### src/rtl/smg_source_arbiter.sv
// Round-robin selector that time-shares the 4-digit seven-segment display
// between up to four 16-bit debug sources, with auto dwell, manual step and freeze.
module smg_source_arbiter #(
    parameter logic [16:0] T1MS     = 17'd99999,
    parameter logic [15:0] DWELL_MS = 16'd2000
) (
    input  logic        CLK,
    input  logic        RST,
    input  logic [3:0]  Req,
    input  logic [15:0] Src0_Data,
    input  logic [15:0] Src1_Data,
    input  logic [15:0] Src2_Data,
    input  logic [15:0] Src3_Data,
    input  logic        Mode,
    input  logic        Step_Pulse,
    input  logic        Freeze,
    output logic [15:0] Number_Sig,
    output logic [1:0]  Src_Sel,
    output logic        Sel_Valid,
    output logic [3:0]  Src_LED
);

    localparam int unsigned MS_W   = 17;
    localparam int unsigned DW_W   = 16;
    localparam int unsigned DATA_W = 16;
    localparam int unsigned NSRC   = 4;
    localparam int unsigned SEL_W  = 2;

    typedef enum logic {IDLE, SHOW} state_t;

    state_t              state, state_nxt;
    logic [MS_W-1:0]     ms_cnt;
    logic                tick_c;
    logic [DW_W-1:0]     dwell, dwell_nxt;
    logic                mode_q;
    logic [SEL_W-1:0]    sel_nxt;
    logic                valid_nxt;
    logic [NSRC-1:0]     led_nxt;
    logic [DATA_W-1:0]   number_nxt;
    logic [DATA_W-1:0]   src_data_c;
    logic                adv_c;
    logic                found_c;
    logic [SEL_W-1:0]    found_idx_c;
    logic [SEL_W-1:0]    lowest_c;

    // Free-running millisecond prescaler
    assign tick_c = (ms_cnt == T1MS);

    always_ff @(posedge CLK) begin
        if (RST) begin
            ms_cnt <= '0;
        end else if (tick_c) begin
            ms_cnt <= '0;
        end else begin
            ms_cnt <= ms_cnt + MS_W'(1);
        end
    end

    // Next requested source after the current one, in rotation order
    always_comb begin
        found_c     = 1'b0;
        found_idx_c = Src_Sel;
        for (int unsigned k = 1; k < NSRC; k++) begin
            if (!found_c && Req[Src_Sel + SEL_W'(k)]) begin
                found_c     = 1'b1;
                found_idx_c = Src_Sel + SEL_W'(k);
            end
        end
    end

    // Lowest requested index, used when leaving IDLE
    always_comb begin
        lowest_c = '0;
        for (int k = int'(NSRC) - 1; k >= 0; k--) begin
            if (Req[k]) begin
                lowest_c = SEL_W'(k);
            end
        end
    end

    always_comb begin
        case (Src_Sel)
            2'd0:    src_data_c = Src0_Data;
            2'd1:    src_data_c = Src1_Data;
            2'd2:    src_data_c = Src2_Data;
            default: src_data_c = Src3_Data;
        endcase
    end

    // State register and all registered outputs
    always_ff @(posedge CLK) begin
        if (RST) begin
            state      <= IDLE;
            dwell      <= '0;
            mode_q     <= 1'b0;
            Src_Sel    <= '0;
            Sel_Valid  <= 1'b0;
            Src_LED    <= '0;
            Number_Sig <= '0;
        end else begin
            state      <= state_nxt;
            dwell      <= dwell_nxt;
            mode_q     <= Mode;
            Src_Sel    <= sel_nxt;
            Sel_Valid  <= valid_nxt;
            Src_LED    <= led_nxt;
            Number_Sig <= number_nxt;
        end
    end

    // Next-state, selection and dwell logic; a forced advance outranks step and auto
    always_comb begin
        state_nxt = state;
        sel_nxt   = Src_Sel;
        dwell_nxt = dwell;
        adv_c     = 1'b0;

        case (state)
            IDLE: begin
                if (Req != '0) begin
                    state_nxt = SHOW;
                    sel_nxt   = lowest_c;
                    dwell_nxt = '0;
                end
            end
            SHOW: begin
                adv_c = !Req[Src_Sel]
                     || (!Mode && Step_Pulse && !Freeze)
                     || (Mode && !Freeze && tick_c && (dwell == DWELL_MS - 16'd1));
                if (adv_c) begin
                    dwell_nxt = '0;
                    if (found_c) begin
                        sel_nxt = found_idx_c;
                    end else if (!Req[Src_Sel]) begin
                        state_nxt = IDLE;
                    end
                end else if (Mode != mode_q) begin
                    dwell_nxt = '0;
                end else if (Mode && !Freeze && tick_c) begin
                    dwell_nxt = dwell + DW_W'(1);
                end
            end
            default: begin
                state_nxt = IDLE;
            end
        endcase

        valid_nxt  = (state_nxt == SHOW);
        led_nxt    = valid_nxt ? (NSRC'(1) << sel_nxt) : '0;
        number_nxt = Freeze ? Number_Sig : (Sel_Valid ? src_data_c : '0);
    end

endmodule

### config.mk
export PLATFORM = sky130hd
export DESIGN_NAME = smg_source_arbiter
export DESIGN_NICKNAME = d
export VERILOG_FILES = /design/src/rtl/smg_source_arbiter.sv
export SDC_FILE = /design/constraint.sdc
export NUM_CORES = 1
export LEC_CHECK = 0
export ABC_AREA = 1
export CORE_MARGIN = 2
export CORE_UTILIZATION = 53
export CTS_BUF_LIST = sky130_fd_sc_hd__clkbuf_4
export DETAILED_ROUTE_END_ITERATION = 12
export PLACE_DENSITY_LB_ADDON = 0.2
export SYNTH_ARGS = -nofsm -noshare
export SYNTH_HDL_FRONTEND = slang
export SYNTH_SLANG_ARGS = --single-unit
### constraint.sdc
create_clock -name CLK -period 4.8 [get_ports CLK]
set_clock_uncertainty 0.2 [all_clocks]
set_input_delay 0.96 -clock CLK [delete_from_list [all_inputs] [get_ports CLK]]
set_output_delay 0.96 -clock CLK [all_outputs]
set_load 0.02 [all_outputs]
==> flow_metrics.env, run 1 <==
export IMPL_cp_slowest_cell="clkdlybuf4s50_1"
export IMPL_num_vias=3692
export IMPL_critPathMaxFanout=19
export IMPL_root_buffer="clkbuf_4"
export IMPL_holdWs_ns=0.255
export IMPL_grt_use_total_pct=27.3
export IMPL_peakVddDrop_mv=0.195
export IMPL_crit_path_start="Freeze"
export IMPL_gp_congestion=0.870
export IMPL_die_area_um2=6980
export IMPL_drv_cap=0
export IMPL_synthDistinctLibCells=36
export IMPL_portBuffers=95
export IMPL_yosysTopAreaCell="dfxtp_1"
export IMPL_dp_hpwl_mm=7.12
export IMPL_r2r_start="Src_Sel[0]"
export IMPL_max_stage_delay_ns=0.90
export IMPL_initial_utilization_pct=55.7
export IMPL_r2r_cells=15
export IMPL_cp_arrival_ns=3.16
export IMPL_overflow=0
export IMPL_clk_latency_ns=0.40
export IMPL_synth_ff_latch_count=57
export IMPL_synth_top_area_share_pct=34.0
export IMPL_yosysMostFrequentCell="nand2_1"
export IMPL_synth_edff_count=0
export IMPL_rsz0062_at_grt="false"
export IMPL_first_global_vias=3534
export IMPL_synth_warnings=0
export IMPL_r2r_slack_ns=2.36
export IMPL_endpoint="dwell[13]"
export IMPL_cp_common_cell="nand2_1"
export IMPL_path_clk_slew_ns=0.11
export IMPL_synth_top_family_by_area="simple AND/OR/NAND/NOR gates"
export IMPL_layout_drive_gt1_share_pct=5.48
export IMPL_fmax_mhz=332
export IMPL_synth_simple_gate_area_share_pct=39.9
export IMPL_period_minus_slack_ns=3.01
export IMPL_setup_viol=0
export IMPL_status="finished clean"
export IMPL_drtPass1Iterations=5
export IMPL_maxSlewHeadroom_pct=30.8
export IMPL_core_area_um2=6030
export IMPL_dr_first_iter_drc_count=175
export IMPL_cp_num_cells=9
export IMPL_ys_flop_type="dfxtp_1"
export IMPL_p_leak_nw=1.82
export IMPL_fin_nets=694
export IMPL_ctsResizeCount=0
export IMPL_finalCritPeriodShare_pct=62.7
export IMPL_finalHoldViolations=0
export IMPL_critPathKind="in2reg"
export IMPL_grt_pass1_wl_mm=15.9
export IMPL_antenna_cells=0
export IMPL_p_per_area_nw_per_um2=264
export IMPL_ios=96
export IMPL_path_delay_family="buffers and inverters"
export IMPL_grt_max_degree=25
export IMPL_path_cells="clkdlybuf4s50_1, nor2_1, a21oi_4, nand4_4, nand2_4, nand2_1, nand2_1, nand2_1, inv_1"
export IMPL_tns_ns=0
export IMPL_cts_sinks=57
export IMPL_via_per_inst=5.31
export IMPL_synth_area_um2=3350
export IMPL_r2r_end="Src_LED[2]"
export IMPL_antenna_found_initial=0
export IMPL_syn_num_nets=604
export IMPL_endpoint_kind="flop"
export IMPL_synthAdderAreaFrac_pct=2.24
export IMPL_routed_wl_mm=9.24
export IMPL_finalMaxSlewViolations=0
export IMPL_holdPathStages=1
export IMPL_htreeDepth=3
export IMPL_worst_path_buf_inv=2
export IMPL_numCtsBuffers=9
export IMPL_syn_to_final_growth_pct=33.2
export IMPL_cts_path_max_buffers=2
export IMPL_rows=28
export IMPL_synthCells=525
export IMPL_synth_commonest_cells="139 x nand2_1, 75 x nor2_1, 57 x dfxtp_1"
export IMPL_synthMuxAreaShare_pct=0
export IMPL_synth_seq_area_share_pct=34.0
export IMPL_cts_setup_buffers=0
export IMPL_worstMarginPinSlew_ns=1.03
export IMPL_synth_xor_area_share_pct=2.35
export IMPL_cts_hold_buf=0
export IMPL_wl_per_cell_um=13.3
export IMPL_synth_area_per_cell_um2=6.39
export IMPL_drc=0
export IMPL_fp_dieW_um=83.6
export IMPL_synth_compound_area_share_pct=13.0
export IMPL_cp_data_required_time_ns=4.95
export IMPL_synth_area_leaders="dfxtp_1 34%, nand2_1 16%, nor2_1 8.4%"
export IMPL_async_reset_ff_share_pct=0
export IMPL_postRouteAntennaNets=0
export IMPL_die_h_um=83.6
export IMPL_holdCritPathClass="reg2reg"
export IMPL_cp_start_kind="input port"
export IMPL_cts_tree="done"
state kept, by name, summed over array words and instances, names as in the netlist:
register and count:
Src_LED 4, dwell 16, ms_cnt 17, state 1, Number_Sig 16, Src_Sel 2
mode_q 1
where the power goes:
| part | internal, mW | leakage (nW) | switching (mW) |
|---|---|---|---|
| Clock | 0.174 | 0.0787 | 0.178 |
| Sequential | 0.494 | 0.463 | 0.0197 |
| Combinational | 0.143 | 1.28 | 0.173 |
| Total | 0.811 | 1.82 | 0.371 |
worst register-to-register path, cell delays in order, from the launching register on:
cell and delay (ns):
dfxtp_1 0.56, inv_2 0.17, ha_1 0.38, inv_1 0.11
nand3_1 0.12, nand2_1 0.11, inv_1 0.07, nand3_1 0.08
nand2_1 0.05, nand2_1 0.06, nand2_1 0.06, nand2_1 0.07
nand2_1 0.08, nand2_1 0.07, nand2_1 0.06, nor2_1 0.11
cells by family (layout without fill, tap and decap cells):
logic type | after synthesis | count (layout)
AOI/OAI and AO/OA | 73 | 73
xor gates and xnor gates | 9 | 9
adders and majority gates | 6 | 6
buffers and inverters | 73 | 168
DFF | 57 | 57
and+or+nand+nor | 307 | 307
cell type report:
class	instances	area, um^2
Timing Repair Buffer	96	958
Multi-Input combinational cell	395	1930
Clock inverter	4	43.8
Sequential cell	57	1140
Inverter	56	210
Clock buffer	12	90.1
Tap cell	75	93.8
Fill cell	512	1560
worst min-delay path by stage:
stage / slack, ns / endpoint / from
final: 0.26 / ms_cnt[0] / ms_cnt[0]
after global placement: 0.22 / ms_cnt[0] / ms_cnt[0]
after floorplan: 0.21 / ms_cnt[0] / ms_cnt[0]
after CTS: 0.25 / ms_cnt[0] / ms_cnt[0]
after global routing: 0.30 / ms_cnt[0] / ms_cnt[0]
after detailed placement: 0.24 / ms_cnt[0] / ms_cnt[0]
per-stage QoR:
| stage | std cells | util [%] | setup WS [ns] | cell area, um^2 | total power [mW] |
|---|---|---|---|---|---|
| global route | 695 | 74.1 | 1.55 | 4470 | 1.24 |
| CTS | 695 | 74.1 | 1.81 | 4470 | 1.19 |
| global placement | 679 | 71.9 | 1.44 | 4330 | 0.830 |
| finish | 695 | 74.1 | 1.79 | 4470 | 1.18 |
| floorplan | 525 | - | 2.47 | 3350 | 0.704 |
| detailed placement | 679 | 71.9 | 1.40 | 4330 | 0.838 |
metal layers:
metal | track usage (%) | vias to the layer above | wire length, um | part of all wire (%)
met5 | 0 | - | 0 | 0
met4 | 10.9 | 0 | 232 | 2.5
met3 | 5.04 | 20 | 485 | 5.2
met2 | 45.8 | 118 | 4320 | 47
met1 | 34.6 | 1658 | 4200 | 45
li1 | - | 1896 | - | -
placed cells by master, fill, tap and decap left out, drive strengths merged, types with 2 or more instances in the layout:
| cell | synthesis | final |
|---|---|---|
| xor2 | 8 | 8 |
| nor3b | 4 | 4 |
| ha | 6 | 6 |
| nor4 | 2 | 2 |
| o211ai | 16 | 16 |
| dfxtp | 57 | 57 |
| clkbuf | 15 | 12 |
| nor2 | 76 | 76 |
| inv | 56 | 56 |
| clkdlybuf4s50 | 0 | 95 |
| nand2 | 146 | 146 |
| or2 | 3 | 3 |
| clkinv | 0 | 3 |
| a21oi | 43 | 43 |
| nand3 | 54 | 54 |
| nand4 | 13 | 13 |
| nor3 | 7 | 7 |
| o21ai | 10 | 10 |
(Power assumes the default switching activity.)
==> run 2: changes to the inputs <==
CORE_UTILIZATION = 50   (was 53)
clock period = 3 ns   (was 4.8 ns; I/O delays follow)
==> run 2 against run 1 <==
Effect of this change: core utilization fell by 3.6 points; wire length rose by 2.3%; die area rose by 5.7%; critical endpoint is now Src_LED[1]; count of clock-buffer cells in the layout fell by 3; combinational power rose by 66%; critical path type is now reg2reg; total power rose by 71%; sequential share of layout area fell by 0.35 points.
==> flow_metrics.env, run 2 (synthesis results as in run 1) <==
export IMPL_setup_viol=0
export IMPL_tns_ns=0
export IMPL_path_clk_slew_ns=0.11
export IMPL_postRouteAntennaNets=0
export IMPL_reg_top3="ms_cnt (17), Number_Sig (16), dwell (16)"
export IMPL_final_common_cell="nand2_1"
export IMPL_finalCritPeriodShare_pct=82.9
export IMPL_dp_hpwl_mm=7.09
export IMPL_dr_first_iter_drc_count=166
export IMPL_fillers=567
export IMPL_cts_hold_buf=0
export IMPL_seq_area_um2=1140
export IMPL_grt_max_degree=24
export IMPL_critPathMaxFanout=9
export IMPL_endpoint_kind="flop"
export IMPL_antenna_found_initial=0
export IMPL_routed_wl_mm=9.46
export IMPL_cts_path_max_buffers=2
export IMPL_holdCritPathClass="reg2reg"
export IMPL_pre_cts_slack_ns=0.170
export IMPL_cp_arrival_ns=2.64
export IMPL_wl_per_cell_um=13.5
export IMPL_finalMaxSlewViolations=0
export IMPL_drc=0
export IMPL_via_per_inst=5.30
export IMPL_final_area_um2=4530
export IMPL_layout_drive_gt1_share_pct=6.10
export IMPL_peakVddDrop_mv=0.334
export IMPL_fin_nets=697
export IMPL_p_per_area_nw_per_um2=445
export IMPL_drtPass1Iterations=6
export IMPL_met2_wirelength_mm=4.51
export IMPL_ios=96
export IMPL_core_area_um2=6420
export IMPL_initial_utilization_pct=52.2
export IMPL_grt_pass1_wl_mm=15.9
export IMPL_top_register="ms_cnt"
export IMPL_rows=29
export IMPL_numCtsBuffers=9
export IMPL_multi_input_area_um2=1930
export IMPL_antenna_cells=0
export IMPL_period_minus_slack_ns=2.49
export IMPL_cts_sinks=57
export IMPL_largest_reg_flops=17
export IMPL_portBuffers=95
export IMPL_first_global_vias=3659
export IMPL_num_vias=3709
export IMPL_worstMarginPinSlew_ns=0.984
export IMPL_drv_cap=0
export IMPL_overflow=0
export IMPL_gp_congestion=0.874
export IMPL_htreeDepth=3
export IMPL_fp_dieW_um=85.9
export IMPL_status="finished clean"
export IMPL_fin_ws_ns=0.514
export IMPL_top_layer="met4"
export IMPL_final_util_pct=70.5
export IMPL_rsz0062_at_grt="false"
export IMPL_root_buffer="clkbuf_4"
export IMPL_cts_tree="done"
export IMPL_p_leak_nw=1.84
export IMPL_ctsResizeCount=0
export IMPL_grt_use_total_pct=26.9
export IMPL_cp_start_kind="flop"
export IMPL_wl_met1_mm=3.93
export IMPL_cp_data_required_time_ns=3.15
export IMPL_final_cell_mix="139 x nand2_1, 95 x clkdlybuf4s50_1, 75 x nor2_1, 57 x dfxtp_1, 54 x inv_1"
export IMPL_critPathKind="reg2reg"
export IMPL_cts_setup_buffers=0
export IMPL_finalHoldViolations=0
export IMPL_dpl_cell_area_um2=4360
export IMPL_die_area_um2=7380
export IMPL_fmax_mhz=402
export IMPL_maxSlewHeadroom_pct=34.2
export IMPL_die_h_um=85.9
export IMPL_clk_latency_ns=0.41
export IMPL_syn_to_final_growth_pct=35.0
export IMPL_wl_met3_um=822
==> run 2: per-stage QoR <==
| stage | hold slack [ns] | std cells | power (mW) |
|---|---|---|---|
| floorplan | 0.213 | 525 | 1.13 |
| global placement | 0.225 | 684 | 1.33 |
| detailed placement | 0.248 | 684 | 1.34 |
| CTS | 0.263 | 700 | 2.02 |
| global route | 0.281 | 700 | 2.12 |
| finish | 0.257 | 700 | 2.02 |
==> run 2: power breakdown <==
part           total, mW  switching, mW  internal (mW)
combinational      0.523          0.291          0.232
clock              0.677          0.331          0.346
sequential         0.818         0.0266          0.791
total               2.02          0.648           1.37
==> run 2: layout make-up <==
| type | count | share of cell area, % |
|---|---|---|
| Multi-Input combinational cell | 395 | 42.6 |
| Sequential cell | 57 | 25.2 |
| Timing Repair Buffer | 99 | 21.7 |
| Inverter | 56 | 4.64 |
| Clock inverter | 7 | 2.27 |
| Tap cell | 77 | 2.13 |
| Clock buffer | 9 | 1.49 |
==> run 2: worst max-delay path, cell delays in order, from the launching register on <==
cell and delay (ns):
dfxtp_1 0.55, inv_1 0.17, ha_1 0.35, inv_1 0.08
nand3_1 0.13, nand2_1 0.10, inv_1 0.10, nand3_1 0.13
nand2_1 0.12, nand2_1 0.06, nand2_1 0.06, nand2_1 0.05
nand2_1 0.09, nand3_1 0.11, nor2_1 0.12
==> run 2: worst paths after layout <==
| check | start | end | slack, ns | cells past startpoint |
|---|---|---|---|---|
| max | Src_Sel[1] | Src_LED[1] | 0.51 | 14 |
| min | ms_cnt[0] | ms_cnt[0] | 0.26 | 1 |
| max reg2reg | Src_Sel[1] | Src_LED[1] | 0.51 | 14 |
| min reg2reg | ms_cnt[0] | ms_cnt[0] | 0.26 | 1 |
==> run 2: routing by layer <==
layer	global-route usage (%)	vias up
li1	-	1890
met4	8.23	0
met3	9.24	20
met1	31.6	1652
met2	46.0	147
met5	0	-
==> run 3: changes to the inputs <==
clock period = 2.35 ns   (was 3 ns; I/O delays follow)
==> run 3 against run 2 <==
Effect of this change: global-route usage decreased by 0.11 points; core utilization increased by 1.8 points; critical path depth decreased by 12; via count increased by 1.5%; non-clock buffer count increased by 10; sequential share of layout area decreased by 0.60 points; flip-flop and latch count unchanged; first-iteration DRC count decreased by 3.0%; wire length increased by 1.0%; cell area increased by 2.5%; clock power increased by 37%; highest routed layer unchanged.
==> flow_metrics.env, run 3 (synthesis results as in run 1) <==
export IMPL_cp_data_required_time_ns=1.68
export IMPL_period_minus_slack_ns=2.23
export IMPL_cp_arrival_ns=1.56
export IMPL_fin_ws_ns=0.118
export IMPL_grt_use_total_pct=26.8
export IMPL_gp_congestion=0.909
export IMPL_layout_drive_gt1_share_pct=8.37
export IMPL_maxSlewHeadroom_pct=29.7
export IMPL_stdcell_count=710
export IMPL_top_register="ms_cnt"
export IMPL_peakVddDrop_mv=0.438
export IMPL_dp_hpwl_mm=7.16
export IMPL_num_vias=3763
export IMPL_rows=29
export IMPL_final_cell_mix="138 x nand2_1, 95 x clkdlybuf4s50_1, 72 x nor2_1, 56 x dfxtp_1, 54 x inv_1"
export IMPL_r2r_slack_ns=0.22
export IMPL_status="finished clean"
export IMPL_cp_slowest_cell="clkdlybuf4s50_1"
export IMPL_hp_start="ms_cnt[0]"
export IMPL_routed_wl_mm=9.55
export IMPL_drtPass1Iterations=5
export IMPL_grt_max_degree=24
export IMPL_postRouteAntennaNets=0
export IMPL_cts_setup_buffers=0
export IMPL_first_global_vias=3572
export IMPL_crit_path_start="Src_Sel[0]"
export IMPL_r2r_start="dwell[1]"
export IMPL_worstMarginPinSlew_ns=1.05
export IMPL_overflow=0
export IMPL_holdPathStages=1
export IMPL_core_area_um2=6420
export IMPL_antenna_cells=0
export IMPL_fmax_mhz=448
export IMPL_largest_reg_flops=17
export IMPL_final_common_cell="nand2_1"
export IMPL_r2r_cells=10
export IMPL_syn_to_final_growth_pct=38.5
export IMPL_wl_per_cell_um=13.5
export IMPL_clk_latency_ns=0.40
export IMPL_dpl_cell_area_um2=4450
export IMPL_finalCritPeriodShare_pct=95.0
export IMPL_holdCritPathClass="reg2reg"
export IMPL_initial_utilization_pct=52.2
export IMPL_ios=96
export IMPL_antenna_found_initial=0
export IMPL_dr_first_iter_drc_count=161
export IMPL_setup_viol=0
export IMPL_finalHoldViolations=0
export IMPL_fp_dieW_um=85.9
export IMPL_place_inst=694
export IMPL_cts_tree="done"
export IMPL_max_stage_delay_ns=0.62
export IMPL_grt_pass1_wl_mm=15.7
export IMPL_path_cells="buf_4, clkdlybuf4s50_1"
export IMPL_pre_cts_slack_ns=-0.261
export IMPL_cts_path_max_buffers=2
export IMPL_htreeDepth=3
export IMPL_die_area_um2=7380
export IMPL_cp_start_kind="flop"
export IMPL_portBuffers=95
export IMPL_via_per_inst=5.30
export IMPL_final_area_um2=4640
export IMPL_p_per_area_nw_per_um2=571
export IMPL_path_clk_slew_ns=0.11
export IMPL_reg_top3="ms_cnt (17), Number_Sig (16), dwell (16)"
export IMPL_cts_sinks=57
export IMPL_p_leak_nw=1.90
export IMPL_rsz0062_at_grt="false"
export IMPL_die_h_um=85.9
export IMPL_cts_hold_buf=0
export IMPL_drv_cap=0
export IMPL_ctsResizeCount=0
export IMPL_drc=0
export IMPL_critPathKind="reg2out"
export IMPL_finalMaxSlewViolations=0
export IMPL_critPathMaxFanout=9
export IMPL_fin_nets=707
export IMPL_root_buffer="clkbuf_4"
export IMPL_numCtsBuffers=9
export IMPL_endpoint_kind="output pin"
run 3: changes by cell type in the layout (fill, tap and decap cells not counted), moves of 2 or more:
| cell | previous run | this run |
|---|---|---|
| buf_4 | 4 | 13 |
| clkinv_1 | 0 | 2 |
| ha_1 | 6 | 4 |
| ha_2 | 0 | 2 |
| inv_6 | 2 | 0 |
| nor2_1 | 75 | 72 |
| nor2_2 | 1 | 4 |
run 3: routing by layer:
layer	vias up	wire length, um	track usage (%)
li1	1924	-	-
met1	1682	3930	30.8
met2	139	4680	45.7
met3	18	730	9.05
met4	0	208	10.4
met5	-	0	0
run 3: final cells by class:
type | instances | area [um^2]
Inverter | 56 | 210
Timing Repair Buffer | 109 | 1070
Fill cell | 510 | 1780
Tap cell | 77 | 96.3
Clock buffer | 10 | 75.1
Sequential cell | 57 | 1140
Clock inverter | 6 | 106
Multi-Input combinational cell | 395 | 1950
run 3: final timing paths:
kind,to
setup reg to reg,dwell[14]
setup / recovery,Src_Sel[0]
hold / removal,ms_cnt[0]
hold reg to reg,ms_cnt[0]
run 3: power breakdown:
group	internal, mW	switching [mW]
combinational	0.317	0.369
sequential	1.01	0.0303
clock	0.546	0.381
run 3: worst max-delay path: cells and delay by family (launching register included):
family   cells  cell delay, ns
flops        1            0.36
buf+inv      2            0.80
run 3: metrics by stage:
step                total power [mW]  hold WS (ns)  setup TNS, ns  util, %
floorplan                       1.44         0.213              0        -
global placement                1.73         0.226          -3.72     69.2
detailed placement              1.74         0.238          -5.62     69.2
CTS                             2.66         0.260              0     72.1
global route                    2.78         0.281              0     72.3
finish                          2.65         0.254              0     72.3
